## src/rtl/iq_pair_packer_pkg.sv

```systemverilog
// Shared types and defaults for the I/Q pair packer.
package iq_pair_packer_pkg;

  typedef enum logic [1:0] {
    IDLE   = 2'd0,
    HOLD_I = 2'd1,
    HOLD_Q = 2'd2
  } pk_state_e;

  localparam int FIFO_DEPTH_DEF = 1024;
  localparam int HEADROOM_DEF   = 4;
  localparam int WRCNT_W        = 11;
  localparam int SKEW_TMR_W     = 8;

  // True while the FIFO can still take a word without eating into the headroom.
  function automatic logic fifo_has_room(input logic [WRCNT_W-1:0] level,
                                         input int depth, input int headroom);
    int lvl;
    lvl = int'(level);
    return lvl < (depth - headroom);
  endfunction

endpackage

```

## src/rtl/iq_pair_packer_sat_counter.sv

```systemverilog
// Saturating statistics counter with synchronous clear taking priority over increment.
module sat_counter
  import iq_pair_packer_pkg::*;
#(
  parameter int CNT_W = 16
) (
  input  logic             clk,
  input  logic             arstn,
  input  logic             inc,
  input  logic             clr,
  output logic [CNT_W-1:0] cnt
);

  logic [CNT_W-1:0] cnt_q, cnt_d;

  // Next count: clear wins, otherwise step unless already at all-ones.
  always_comb begin
    cnt_d = cnt_q;
    if (clr) begin
      cnt_d = '0;
    end else if (inc && (cnt_q != '1)) begin
      cnt_d = cnt_q + CNT_W'(1);
    end
  end

  // Count register.
  always_ff @(posedge clk or negedge arstn) begin
    if (!arstn) begin
      cnt_q <= '0;
    end else begin
      cnt_q <= cnt_d;
    end
  end

  assign cnt = cnt_q;

endmodule

```

## src/rtl/iq_pair_packer.sv

```systemverilog
// Pairs I and Q ADC samples under bounded strobe skew and writes {I,Q} words to the FIFO.
module iq_pair_packer
  import iq_pair_packer_pkg::*;
#(
  parameter int DATA_W     = 32,
  parameter int SKEW_MAX   = 8,
  parameter int FIFO_DEPTH = FIFO_DEPTH_DEF,
  parameter int HEADROOM   = HEADROOM_DEF,
  parameter int CNT_W      = 16
) (
  input  logic                  clk,
  input  logic                  arstn,
  input  logic                  enable,
  input  logic                  clr_stats,
  input  logic [DATA_W-1:0]     i_data,
  input  logic                  i_valid,
  input  logic [DATA_W-1:0]     q_data,
  input  logic                  q_valid,
  input  logic [WRCNT_W-1:0]    fifo_wrcnt,
  output logic                  fifo_we,
  output logic [2*DATA_W-1:0]   fifo_data,
  output logic [CNT_W-1:0]      pair_cnt,
  output logic [CNT_W-1:0]      drop_cnt,
  output logic [CNT_W-1:0]      skew_err_cnt
);

  // Last timer value at which a held sample may still meet its partner.
  localparam logic [SKEW_TMR_W-1:0] SKEW_LAST = SKEW_TMR_W'(SKEW_MAX - 1);

  pk_state_e               state_q, state_d;
  logic [DATA_W-1:0]       i_hold_q, i_hold_d;
  logic [DATA_W-1:0]       q_hold_q, q_hold_d;
  logic [SKEW_TMR_W-1:0]   timer_q, timer_d;
  logic                    fifo_we_q, fifo_we_d;
  logic [2*DATA_W-1:0]     fifo_data_q, fifo_data_d;

  logic                    pair_vld;
  logic [2*DATA_W-1:0]     pair_word;
  logic                    skew_err;
  logic                    pair_inc;
  logic                    drop_inc;

  // State, hold and output registers; reset drops any pending write.
  always_ff @(posedge clk or negedge arstn) begin
    if (!arstn) begin
      state_q     <= IDLE;
      i_hold_q    <= '0;
      q_hold_q    <= '0;
      timer_q     <= '0;
      fifo_we_q   <= 1'b0;
      fifo_data_q <= '0;
    end else begin
      state_q     <= state_d;
      i_hold_q    <= i_hold_d;
      q_hold_q    <= q_hold_d;
      timer_q     <= timer_d;
      fifo_we_q   <= fifo_we_d;
      fifo_data_q <= fifo_data_d;
    end
  end

  // Pairing FSM: decides next state, captures, pair completion and skew errors.
  always_comb begin
    state_d   = state_q;
    i_hold_d  = i_hold_q;
    q_hold_d  = q_hold_q;
    timer_d   = timer_q;
    pair_vld  = 1'b0;
    pair_word = '0;
    skew_err  = 1'b0;
    if (!enable) begin
      // Flush silently: held samples are dropped without being counted.
      state_d = IDLE;
      timer_d = '0;
    end else begin
      case (state_q)
        IDLE: begin
          if (i_valid && q_valid) begin
            pair_vld  = 1'b1;
            pair_word = {i_data, q_data};
          end else if (i_valid) begin
            i_hold_d = i_data;
            timer_d  = '0;
            state_d  = HOLD_I;
          end else if (q_valid) begin
            q_hold_d = q_data;
            timer_d  = '0;
            state_d  = HOLD_Q;
          end
        end
        HOLD_I: begin
          if (q_valid) begin
            pair_vld  = 1'b1;
            pair_word = {i_hold_q, q_data};
            if (i_valid) begin
              i_hold_d = i_data;
              timer_d  = '0;
            end else begin
              state_d = IDLE;
            end
          end else if (i_valid) begin
            skew_err = 1'b1;
            i_hold_d = i_data;
            timer_d  = '0;
          end else if (timer_q >= SKEW_LAST) begin
            skew_err = 1'b1;
            timer_d  = '0;
            state_d  = IDLE;
          end else begin
            timer_d = timer_q + SKEW_TMR_W'(1);
          end
        end
        HOLD_Q: begin
          if (i_valid) begin
            pair_vld  = 1'b1;
            pair_word = {i_data, q_hold_q};
            if (q_valid) begin
              q_hold_d = q_data;
              timer_d  = '0;
            end else begin
              state_d = IDLE;
            end
          end else if (q_valid) begin
            skew_err = 1'b1;
            q_hold_d = q_data;
            timer_d  = '0;
          end else if (timer_q >= SKEW_LAST) begin
            skew_err = 1'b1;
            timer_d  = '0;
            state_d  = IDLE;
          end else begin
            timer_d = timer_q + SKEW_TMR_W'(1);
          end
        end
        default: begin
          state_d = IDLE;
          timer_d = '0;
        end
      endcase
    end
  end

  // Output decode: a completed pair is written if the FIFO has room, else dropped.
  always_comb begin
    fifo_we_d   = 1'b0;
    fifo_data_d = fifo_data_q;
    pair_inc    = 1'b0;
    drop_inc    = 1'b0;
    if (pair_vld) begin
      if (fifo_has_room(fifo_wrcnt, FIFO_DEPTH, HEADROOM)) begin
        fifo_we_d   = 1'b1;
        fifo_data_d = pair_word;
        pair_inc    = 1'b1;
      end else begin
        drop_inc = 1'b1;
      end
    end
  end

  sat_counter #(.CNT_W(CNT_W)) u_pair_cnt (
    .clk   (clk),
    .arstn (arstn),
    .inc   (pair_inc),
    .clr   (clr_stats),
    .cnt   (pair_cnt)
  );

  sat_counter #(.CNT_W(CNT_W)) u_drop_cnt (
    .clk   (clk),
    .arstn (arstn),
    .inc   (drop_inc),
    .clr   (clr_stats),
    .cnt   (drop_cnt)
  );

  sat_counter #(.CNT_W(CNT_W)) u_skew_err_cnt (
    .clk   (clk),
    .arstn (arstn),
    .inc   (skew_err),
    .clr   (clr_stats),
    .cnt   (skew_err_cnt)
  );

  assign fifo_we   = fifo_we_q;
  assign fifo_data = fifo_data_q;

endmodule

```

## config.mk

```make
export PLATFORM = sky130hd
export DESIGN_NAME = iq_pair_packer
export DESIGN_NICKNAME = d
export VERILOG_FILES = /design/src/rtl/iq_pair_packer_pkg.sv /design/src/rtl/iq_pair_packer_sat_counter.sv /design/src/rtl/iq_pair_packer.sv
export SDC_FILE = /design/constraint.sdc
export NUM_CORES = 1
export LEC_CHECK = 0
export CAP_MARGIN = 20
export CORE_MARGIN = 2
export CORE_UTILIZATION = 40
export DETAILED_ROUTE_END_ITERATION = 7
export PLACE_DENSITY = 0.68
export SLEW_MARGIN = 20
export SYNTH_ARGS = -nofsm -noshare
export SYNTH_HDL_FRONTEND = slang
export SYNTH_SLANG_ARGS = --single-unit
```

## constraint.sdc

```tcl
create_clock -name clk -period 2.56 [get_ports clk]
set_input_delay 0.64 -clock clk [delete_from_list [all_inputs] [get_ports clk]]
set_output_delay 0.64 -clock clk [all_outputs]
set_load 0.05 [all_outputs]
```

==> impl_metrics.env <==
export IMPL_num_io_pins=194
export IMPL_rsz0062_at_grt="false"
export IMPL_synth_top_cell_area_share=0.557
export IMPL_antenna_found_initial=1
export IMPL_h_tree_depth=4
export IMPL_fillCellCount=1845
export IMPL_final_common_cell="clkdlybuf4s50_1"
export IMPL_grt_ovfl_total=0
export IMPL_power_density_nw_per_um2=882
export IMPL_synth_area_um2=8400
export IMPL_placed_cell_area_um2=10800
export IMPL_finalHoldViolCount=0
export IMPL_vias=6494
export IMPL_post_route_min_period_ps=2410
export IMPL_ys_ff_latch=187
export IMPL_ir_worst_vdd_mv=0.529
export IMPL_totalPowerFinal_mw=10.0
export IMPL_place_congestion=0.850
export IMPL_mostFrequentLayoutCells="190 x clkdlybuf4s50_1, 187 x dfrtp_1, 89 x nand2_1"
export IMPL_cts_resized_gates=0
export IMPL_finalSetupViolations=0
export IMPL_dp_hpwl_um=13700
export IMPL_outcome="finished, final reports clean"
export IMPL_detail_route_antenna_nets=0
export IMPL_wl_um=20000
export IMPL_cts_setup_buffers=0
export IMPL_worstPathCellList="clkdlybuf4s50_1"
export IMPL_relSlewSlack=0.614
export IMPL_cpPeakStageDelay_ps=870
export IMPL_synthTopCellsByArea="dfrtp_1 56%, mux2_2 8.6%, a22oi_1 5.9%"
export IMPL_drt_iter0_drc=309
export IMPL_grt_pass1_vias=6340
export IMPL_cts_tree="yes"
export IMPL_dr_pass1_iters=5
export IMPL_cap_violations=0
export IMPL_wl_per_cell_um=15.9
export IMPL_required_ps=1920
export IMPL_hold_class="primary input to async pin"
export IMPL_tightest_slew_ps=577
export IMPL_worstSetupStartpointType="flop"
export IMPL_final_nets=1057
export IMPL_yosys_warnings=0
export IMPL_fin_crit_sh=0.940
export IMPL_path_class="flop to output pin"
export IMPL_yosysSeqAreaShare=0.557
export IMPL_clock_latency_ps=430
export IMPL_grt_max_degree=60
export IMPL_cp_num_buf_inv=1
export IMPL_fp_dieW_um=149
export IMPL_clock_sinks=187
export IMPL_fin_area_um2=11400
export IMPL_synth_edf_count=0
export IMPL_synth_top_area_cell="dfrtp_1"
export IMPL_global_route_usage_total=0.185
export IMPL_crit_path_end_kind="output pin"
export IMPL_avgViaCountPerCell=5.17
export IMPL_crit_cells=1
export IMPL_critPathTopFamily="buffers and inverters"
export IMPL_synth_nets=868
export IMPL_synthCells=779
export IMPL_slowest_stage="clkdlybuf4s50_1"
export IMPL_numCtsBuffers=17
export IMPL_portBuffers=191
export IMPL_finClkSkew_ps=10.3
export IMPL_rr_worst_depth=9
export IMPL_syn_to_final_growth_pct=35.6
export IMPL_clk_pin_slew_worst_paths_ps=70
export IMPL_async_reset_ff_frac=1.00
export IMPL_die_area_um2=22200
export IMPL_crit_fanout=7
export IMPL_grt_first_pass_wirelength_um=32500
export IMPL_synth_cell_type_count=48
export IMPL_syn_avg_cell_area_um2=10.8
export IMPL_start_util=0.403
export IMPL_rows=53
export IMPL_chipHeight_um=149
export IMPL_crit_arrival_ps=1770
export IMPL_cts_buffer_depth=2
export IMPL_synth_flop_cell="dfrtp_1"
export IMPL_hold_buffers=0
export IMPL_core_um2=20800
export IMPL_finalMaxSlewViolations=0
export IMPL_max_clock_freq_mhz=415
export IMPL_drive_gt1_frac=0.141
export IMPL_drc=0
export IMPL_cts_root_buf="clkbuf_16"
export IMPL_leakagePower_nw=4.74
[stage by stage]
stage          utilization  TNS, ps  worst slack, ps  hold WS, ps  cells
6_report             0.547        0              152          179   1257
2_1_floorplan            -        0              370          344    779
4_1_cts              0.547        0              121          191   1256
3_3_place_gp         0.519    -8.53            -8.53          460   1224
5_1_grt              0.547        0             96.5          213   1256
3_5_place_dp         0.519    -18.9            -16.7          468   1224
[registers in the layout, summed over array words and instances, names as in the netlist]
name,flops
q_hold_q,32
fifo_data,64
u_skew_err_cnt.cnt,16
timer_q,8
u_drop_cnt.cnt,16
fifo_we,1
i_hold_q,32
u_pair_cnt.cnt,16
state_q,2
[cells in the mapped netlist (3+ instances only)]
library cell  instances
nand3_1              29
ha_1                  8
nor3_1                8
and4_1                5
clkbuf_1             34
nand4_1              18
a22oi_1              66
or3_1                 3
and2_1               11
dfrtp_1             187
inv_1                10
xnor2_1               9
mux2_2               64
and3_1               17
buf_6                 3
buf_2                13
nand2b_1              4
xor2_1               30
o211ai_1              3
a21oi_1              15
nand2_1              89
o21ai_0              75
nor2_1               49
[power by group]
group / total [mW] / internal (mW) / switching [mW]
clock: 2.60 / 1.39 / 1.21
sequential: 4.14 / 3.74 / 0.404
combinational: 3.31 / 1.31 / 1.99
[per-layer routing]
metal	vias to the layer above	global-route usage	part of all wire
li1	3147	-	-
met2	188	0.283	0.45
met3	18	0.0743	0.093
met1	3141	0.243	0.44
met4	0	0.0533	0.013
met5	-	0	0
[cell families after synthesis]
family / synth area share
AOI/OAI and AO/OA: 0.130
adders and majority gates: 0.0119
and+or+nand+nor: 0.138
muxes: 0.0882
DFF: 0.557
xor gates and xnor gates: 0.0407
buffers and inverters: 0.0344
[final cells by class]
type | instances | area (um^2) | area share
inverter | 11 | 43.8 | 0.00384
antenna | 1 | 2.50 | 0.000220
multi-input combinational | 528 | 3450 | 0.303
sequential | 187 | 4680 | 0.411
tap | 275 | 344 | 0.0302
timing repair buffer | 223 | 2290 | 0.201
clock inverter | 14 | 136 | 0.0120
clock buffer | 18 | 439 | 0.0386
[final timing paths]
path / from / to / slack (ps)
setup reg to reg: state_q[0] / u_pair_cnt.cnt[4] / 370
hold reg to reg: fifo_data[1] / fifo_data[1] / 480
max in group asynchronous: arstn / fifo_data[42] / 1650
hold / removal: arstn / u_skew_err_cnt.cnt[14] / 180
setup / recovery: u_drop_cnt.cnt[6] / drop_cnt[6] / 150
min in group clk: fifo_data[1] / fifo_data[1] / 480
Note: power is estimated with default switching activity, not from simulation.
==> RTL edit 1: new RTL, same flow settings <==
Re-encode `pk_state_e` (3 states) as one-hot, 3 bits wide.
--- a/src/rtl/iq_pair_packer_pkg.sv
+++ b/src/rtl/iq_pair_packer_pkg.sv
@@ -1,10 +1,10 @@
 // Shared types and defaults for the I/Q pair packer.
 package iq_pair_packer_pkg;
 
-  typedef enum logic [1:0] {
-    IDLE   = 2'd0,
-    HOLD_I = 2'd1,
-    HOLD_Q = 2'd2
+  typedef enum logic [2:0] {
+    IDLE   = 3'b001,
+    HOLD_I = 3'b010,
+    HOLD_Q = 3'b100
   } pk_state_e;
 
   localparam int FIFO_DEPTH_DEF = 1024;
Behaviour: no difference found for any inputs over 4 cycles, from zero or initial values and one cycle with arstn low; so few cycles prove little.
==> RTL edit 1 against the unedited design <==
  * Fmax is 0.96% higher
  * Sequential cell count grew 1
  * Routed wire length up 8.7%
  * Critical path depth is the same
  * Core utilization is 0.19 points lower
  * Largest cell class unchanged
  * Highest routed layer unchanged
  * Final area rose by 3.5%
  * Synthesized area grew 3.9%
  * Die area is 3.8% higher
  * Worst setup slack gained 23 ps
  * Critical path type unchanged
Power is not compared: it rests on default switching activity, and its combinational part moved more than twofold at a synthesized area within 25%.
==> RTL edit 1: results (changes against the unedited design) <==
Placement:
- The HPWL after detailed placement was 14.8 mm (+8.2%).
- The final weighted congestion in routability-driven placement was 0.814 (-4.2%).
- The setup slack after placement is -191 ps (-174 ps).

Worst setup path:
- The top fanout value on the critical path is 6 (-1).
- The cell family contributing the most delay on the critical path is buffers and inverters.
- The data arrival time of the critical path is 1740 ps (-30 ps).
- The worst reg-to-reg path cell count was 6 (-3).

Final layout:
- The count of non-CTS inverters in the layout came to 7 (-4).
- The buffering overhead was 20.2% (+0.044 points).
- The area of the multi-input gates is 0.00372 mm² (+7.9%).
- The number of ordinary and repair buffers in the finished layout is 235 (+5.4%).
- The filler cell count in the final layout came to 1,895 (+2.7%).
- The multi-input logic cell count is 559 (+5.9%).
- The register cell area after layout is 0.00471 mm² (+0.56%).
- The fraction of layout cells with a size suffix above 1 was 15.6% (+1.5 points).
- The number of antenna cells inserted is 1 (unchanged).
- The layout net count was 1,093 (+3.4%).
- The clock-cell share of area is 5.09% (+0.042 points).

Detailed routing:
- The post-detailed-routing wire length is 21.7 mm (+8.7%).
- The met1 wire length came to 9.35 mm (+6.4%).
- The number of vias per cell is 5.38 (+4.2%).
- The length of routed met2 wiring was 10.9 mm (+20%).
- The number of DRC markers in iteration 0 is 474 (+53%).

Logic synthesis:
- By area the synthesized netlist is led by dfrtp_1 (54%), mux2_2 (8.4%), a22oi_1 (5.7%).
- The post-synthesis adder-cell area fraction is 0.573% (-0.62 points).
- The total nets after synthesis is 898 (+3.5%).
- The commonest cells after synthesis are dfrtp_1 (187), nand2_1 (87), o21ai_0 (80).
- The number of distinct library cell variants in the gate-level netlist after synthesis is 64 (+33%).
- The compound-gate portion of the synthesized area is 17.1% (+4.1 points).
- The share of flip-flops with an asynchronous set or reset is 100% (unchanged).
- The xor/xnor cell area share of the yosys netlist is 0.301% (-3.8 points).
- The register area share after synthesis is 53.9% (-1.8 points).
- The proportion of synthesized area in mux cells was 9.67% (+0.86 points).
- The flop and latch count out of synthesis is 188 (+0.53%).

Global routing:
- The first-pass GRT wire length is 35.2 mm (+8.3%).
- The number of antenna violations at the first check in global routing is 0 (-1).
- The global router's overall resource usage is 19.1% (+0.66 points).
- The number of global-route vias before repair is 6,957 (+9.7%).
- The maximum number of pins on one net before global-route repair was 55 (-8.3%).

STA:
- The setup clock skew after layout is 11.8 ps (+1.48 ps).
- The worst-margin pin slew came to 585 ps (+7.91 ps).

Clocking:
- The clock slew at the register clock pins of the worst setup and hold paths is 70 ps (about the same).

Status:
- The flow ran to the end, and the final reports show no timing, DRC or antenna violations.
RTL edit 1: worst paths after layout:
path | startpoint | to | slack, ps
max in group asynchronous | arstn | state_q[0] | 1730
min in group clk | fifo_data[60] | fifo_data[60] | 480
max | u_skew_err_cnt.cnt[2] | skew_err_cnt[2] | 180
min | arstn | u_skew_err_cnt.cnt[5] | 180
min reg2reg | fifo_data[60] | fifo_data[60] | 480
max reg2reg | u_skew_err_cnt.cnt[0] | u_skew_err_cnt.cnt[5] | 280
RTL edit 1: through the flow:
step	TNS (ps)	power, mW	utilization, %	cell area [µm²]	std cells
final	0	7.86	54.5	11800	1302
after global routing	0	8.23	54.5	11800	1301
after CTS	0	7.95	54.5	11800	1301
after detailed placement	-3200	5.27	51.7	11200	1269
after global placement	-1770	5.22	51.7	11200	1269
after floorplan	0	4.60	-	8730	813
RTL edit 1: layer usage:
metal	track usage [%]	vias up
li1	-	3386
met1	24.9	3437
met2	31.4	157
met3	4.70	29
met4	6.44	0
met5	0	-
==> RTL edit 2: new RTL, same settings <==
Without the edit above. Change the parameter `SKEW_MAX` from 8 to 4.
--- a/src/rtl/iq_pair_packer.sv
+++ b/src/rtl/iq_pair_packer.sv
@@ -3,7 +3,7 @@
   import iq_pair_packer_pkg::*;
 #(
   parameter int DATA_W     = 32,
-  parameter int SKEW_MAX   = 8,
+  parameter int SKEW_MAX   = 4,
   parameter int FIFO_DEPTH = FIFO_DEPTH_DEF,
   parameter int HEADROOM   = HEADROOM_DEF,
   parameter int CNT_W      = 16
Formal check against the unedited RTL: same outputs for any inputs over 4 cycles, from zero or initial values and one cycle with arstn low; that may be too few to reach the edited logic, so the function may still have changed.
==> RTL edit 2 against the unedited design <==
  * Synthesized area grew 2.1%
  * Final cell count is 2.2% higher
  * Power shrank 3.1%
  * Critical path type unchanged
  * Routed wire length is 5.4% higher
  * Sequential cell count is the same
  * Core utilization rose by 0.83 points
  * Fmax fell by 2.4%
  * Final area is 2.5% higher
  * Worst setup slack got worse by 59 ps
  * Via count up 6.9%
==> RTL edit 2: results (changes against the unedited design) <==
Clocking:
- The root buffer cell chosen for the clock tree is clkbuf_16.

Global routing:
- The met3 usage is 4.52% (-2.9 points).
- The first-pass GRT wire length is 34.6 mm (+6.5%).
- The number of antenna violations at the first check in global routing is 2 (+1).
- The global routing met1 resource utilization came to 25.4% (+1.1 points).
- The global router's overall resource usage is 19.2% (+0.68 points).
- The maximum number of pins on one net before global-route repair is 99 (+65%).
- The number of global-route vias before repair is 6,660 (+5.0%).
- The met2 demand-to-capacity share in global routing was 30.5% (+2.2 points).

Worst setup path:
- The peak per-stage delay on the critical path is 900 ps (+30 ps).
- The data arrival time of the critical path was 1830 ps (+60 ps).
- The slowest stage of the critical path belongs to the cell clkdlybuf4s50_1.

Logic synthesis:
- The proportion of synthesized area in mux cells is 10.2% (+1.4 points).
- The compound-gate portion of the synthesized area is 16.7% (+3.7 points).
- The total nets after synthesis was 885 (+2.0%).
- The register area share after synthesis is 54.6% (-1.1 points).
- By area the synthesized netlist is led by dfrtp_1 (55%), mux2_2 (9.6%), a22oi_1 (5.7%).
- The xor/xnor cell area share of the yosys netlist was 0.306% (-3.8 points).
- The count of yosys warnings during synthesis is 0 (unchanged).
- The post-synthesis adder-cell area fraction is 1.17% (-0.024 points).
- Sorting the synthesized cells by how often they occur yields dfrtp_1 (187), nand2_1 (89), o21ai_0 (79).
- The mean instance size in the synthesized netlist is 10.8 µm² (-0.11%).
- The number of distinct library cell variants in the gate-level netlist after synthesis was 58 (+21%).

Final layout:
- The filler cell count in the final layout is 1,831 (-0.76%).
- The layout net count was 1,084 (+2.6%).
- The fraction of layout cells with a size suffix above 1 is 16.8% (+2.7 points).

Status:
- The flow ran to the end, and the final reports show no timing, DRC or antenna violations.

Detailed routing:
- The number of detailed-route iterations in the first pass is 6 (+1).
- The length of routed met2 wiring is 10.5 mm (+15%).
- The number of DRC markers in iteration 0 is 295 (-4.5%).
- The highest metal layer carrying signal wires in the routed design is met5.
- The post-detailed-routing wire length is 21.1 mm (+5.4%).
- The met1 wire length came to 9.08 mm (+3.4%).
- The number of vias per cell is 5.40 (+4.6%).
- The total met3 wirelength after detailed routing was 1.04 mm (-44%).
- The routed wirelength normalized by instance count is 16.4 µm (+3.1%).

Placement:
- The final weighted congestion in routability-driven placement is 0.779 (-8.3%).
- The setup slack after placement is -314 ps (-297 ps).
- The cell area after placement came to 0.0110 mm² (+2.1%).
- The HPWL after detailed placement is 14.4 mm (+5.2%).
- The cell total after placement came to 1,251 (+2.2%).

Power and ir drop:
- The power spent charging and discharging nets came to 3.47 mW (-3.8%).
- The largest vdd supply drop is 0.000454 V (-14%).
- The static leakage is 4.64 nW (-2.0%).

STA:
- The final clock period utilization by the worst path is 96.3% (+2.3 points).
- The setup clock skew after layout is 12.4 ps (+2.03 ps).
- The worst-case headroom to the max-slew limit is 61.5% (+0.14 points).
[RTL edit 2: worst paths after layout]
kind | from | end | slack [ps] | depth (start not counted)
setup reg to reg | state_q[0] | u_drop_cnt.cnt[13] | 190 | 8
setup / recovery | u_pair_cnt.cnt[0] | pair_cnt[0] | 90 | 1
hold / removal | arstn | u_skew_err_cnt.cnt[12] | 130 | 1
max in group asynchronous | arstn | i_hold_q[5] | 1780 | 2
hold reg to reg | fifo_data[1] | fifo_data[1] | 480 | 2
min in group clk | fifo_data[1] | fifo_data[1] | 480 | 2
[RTL edit 2: what timing repair did]
item | in CTS | in global routing
hold endpoints to repair | 0 | 0
setup endpoints to repair | 0 | 21
gates resized for setup | 0 | 5
[RTL edit 2: layout make-up]
cell class | instances | area, µm² | share of cell area, %
clock inverters | 14 | 176 | 1.51
inverters | 14 | 52.6 | 0.450
well taps | 275 | 344 | 2.95
diodes | 3 | 7.51 | 0.0643
clock buffers | 17 | 425 | 3.64
repair buffers | 233 | 2340 | 20.0
flip-flops and latches | 187 | 4680 | 40.1
multi-input cells | 542 | 3650 | 31.3
[RTL edit 2: worst reg2reg max path, cell delays in order (launching register included)]
cell      delay (ps)
dfrtp_1          430
inv_1            110
ha_2             250
and2_2           230
o221ai_4         140
or3_1            390
buf_4            180
or4_1            400
a21oi_1          170
[RTL edit 2: power groups by stage]
stage               registers (mW)  logic (mW)  clock network [mW]
floorplan                     5.02       0.940                   0
CTS                           4.02        3.08                2.75
global placement              4.04        3.03                   0
detailed placement            4.07        3.08                   0
global route                  4.11        3.26                2.88
finish                        4.02        3.05                2.67
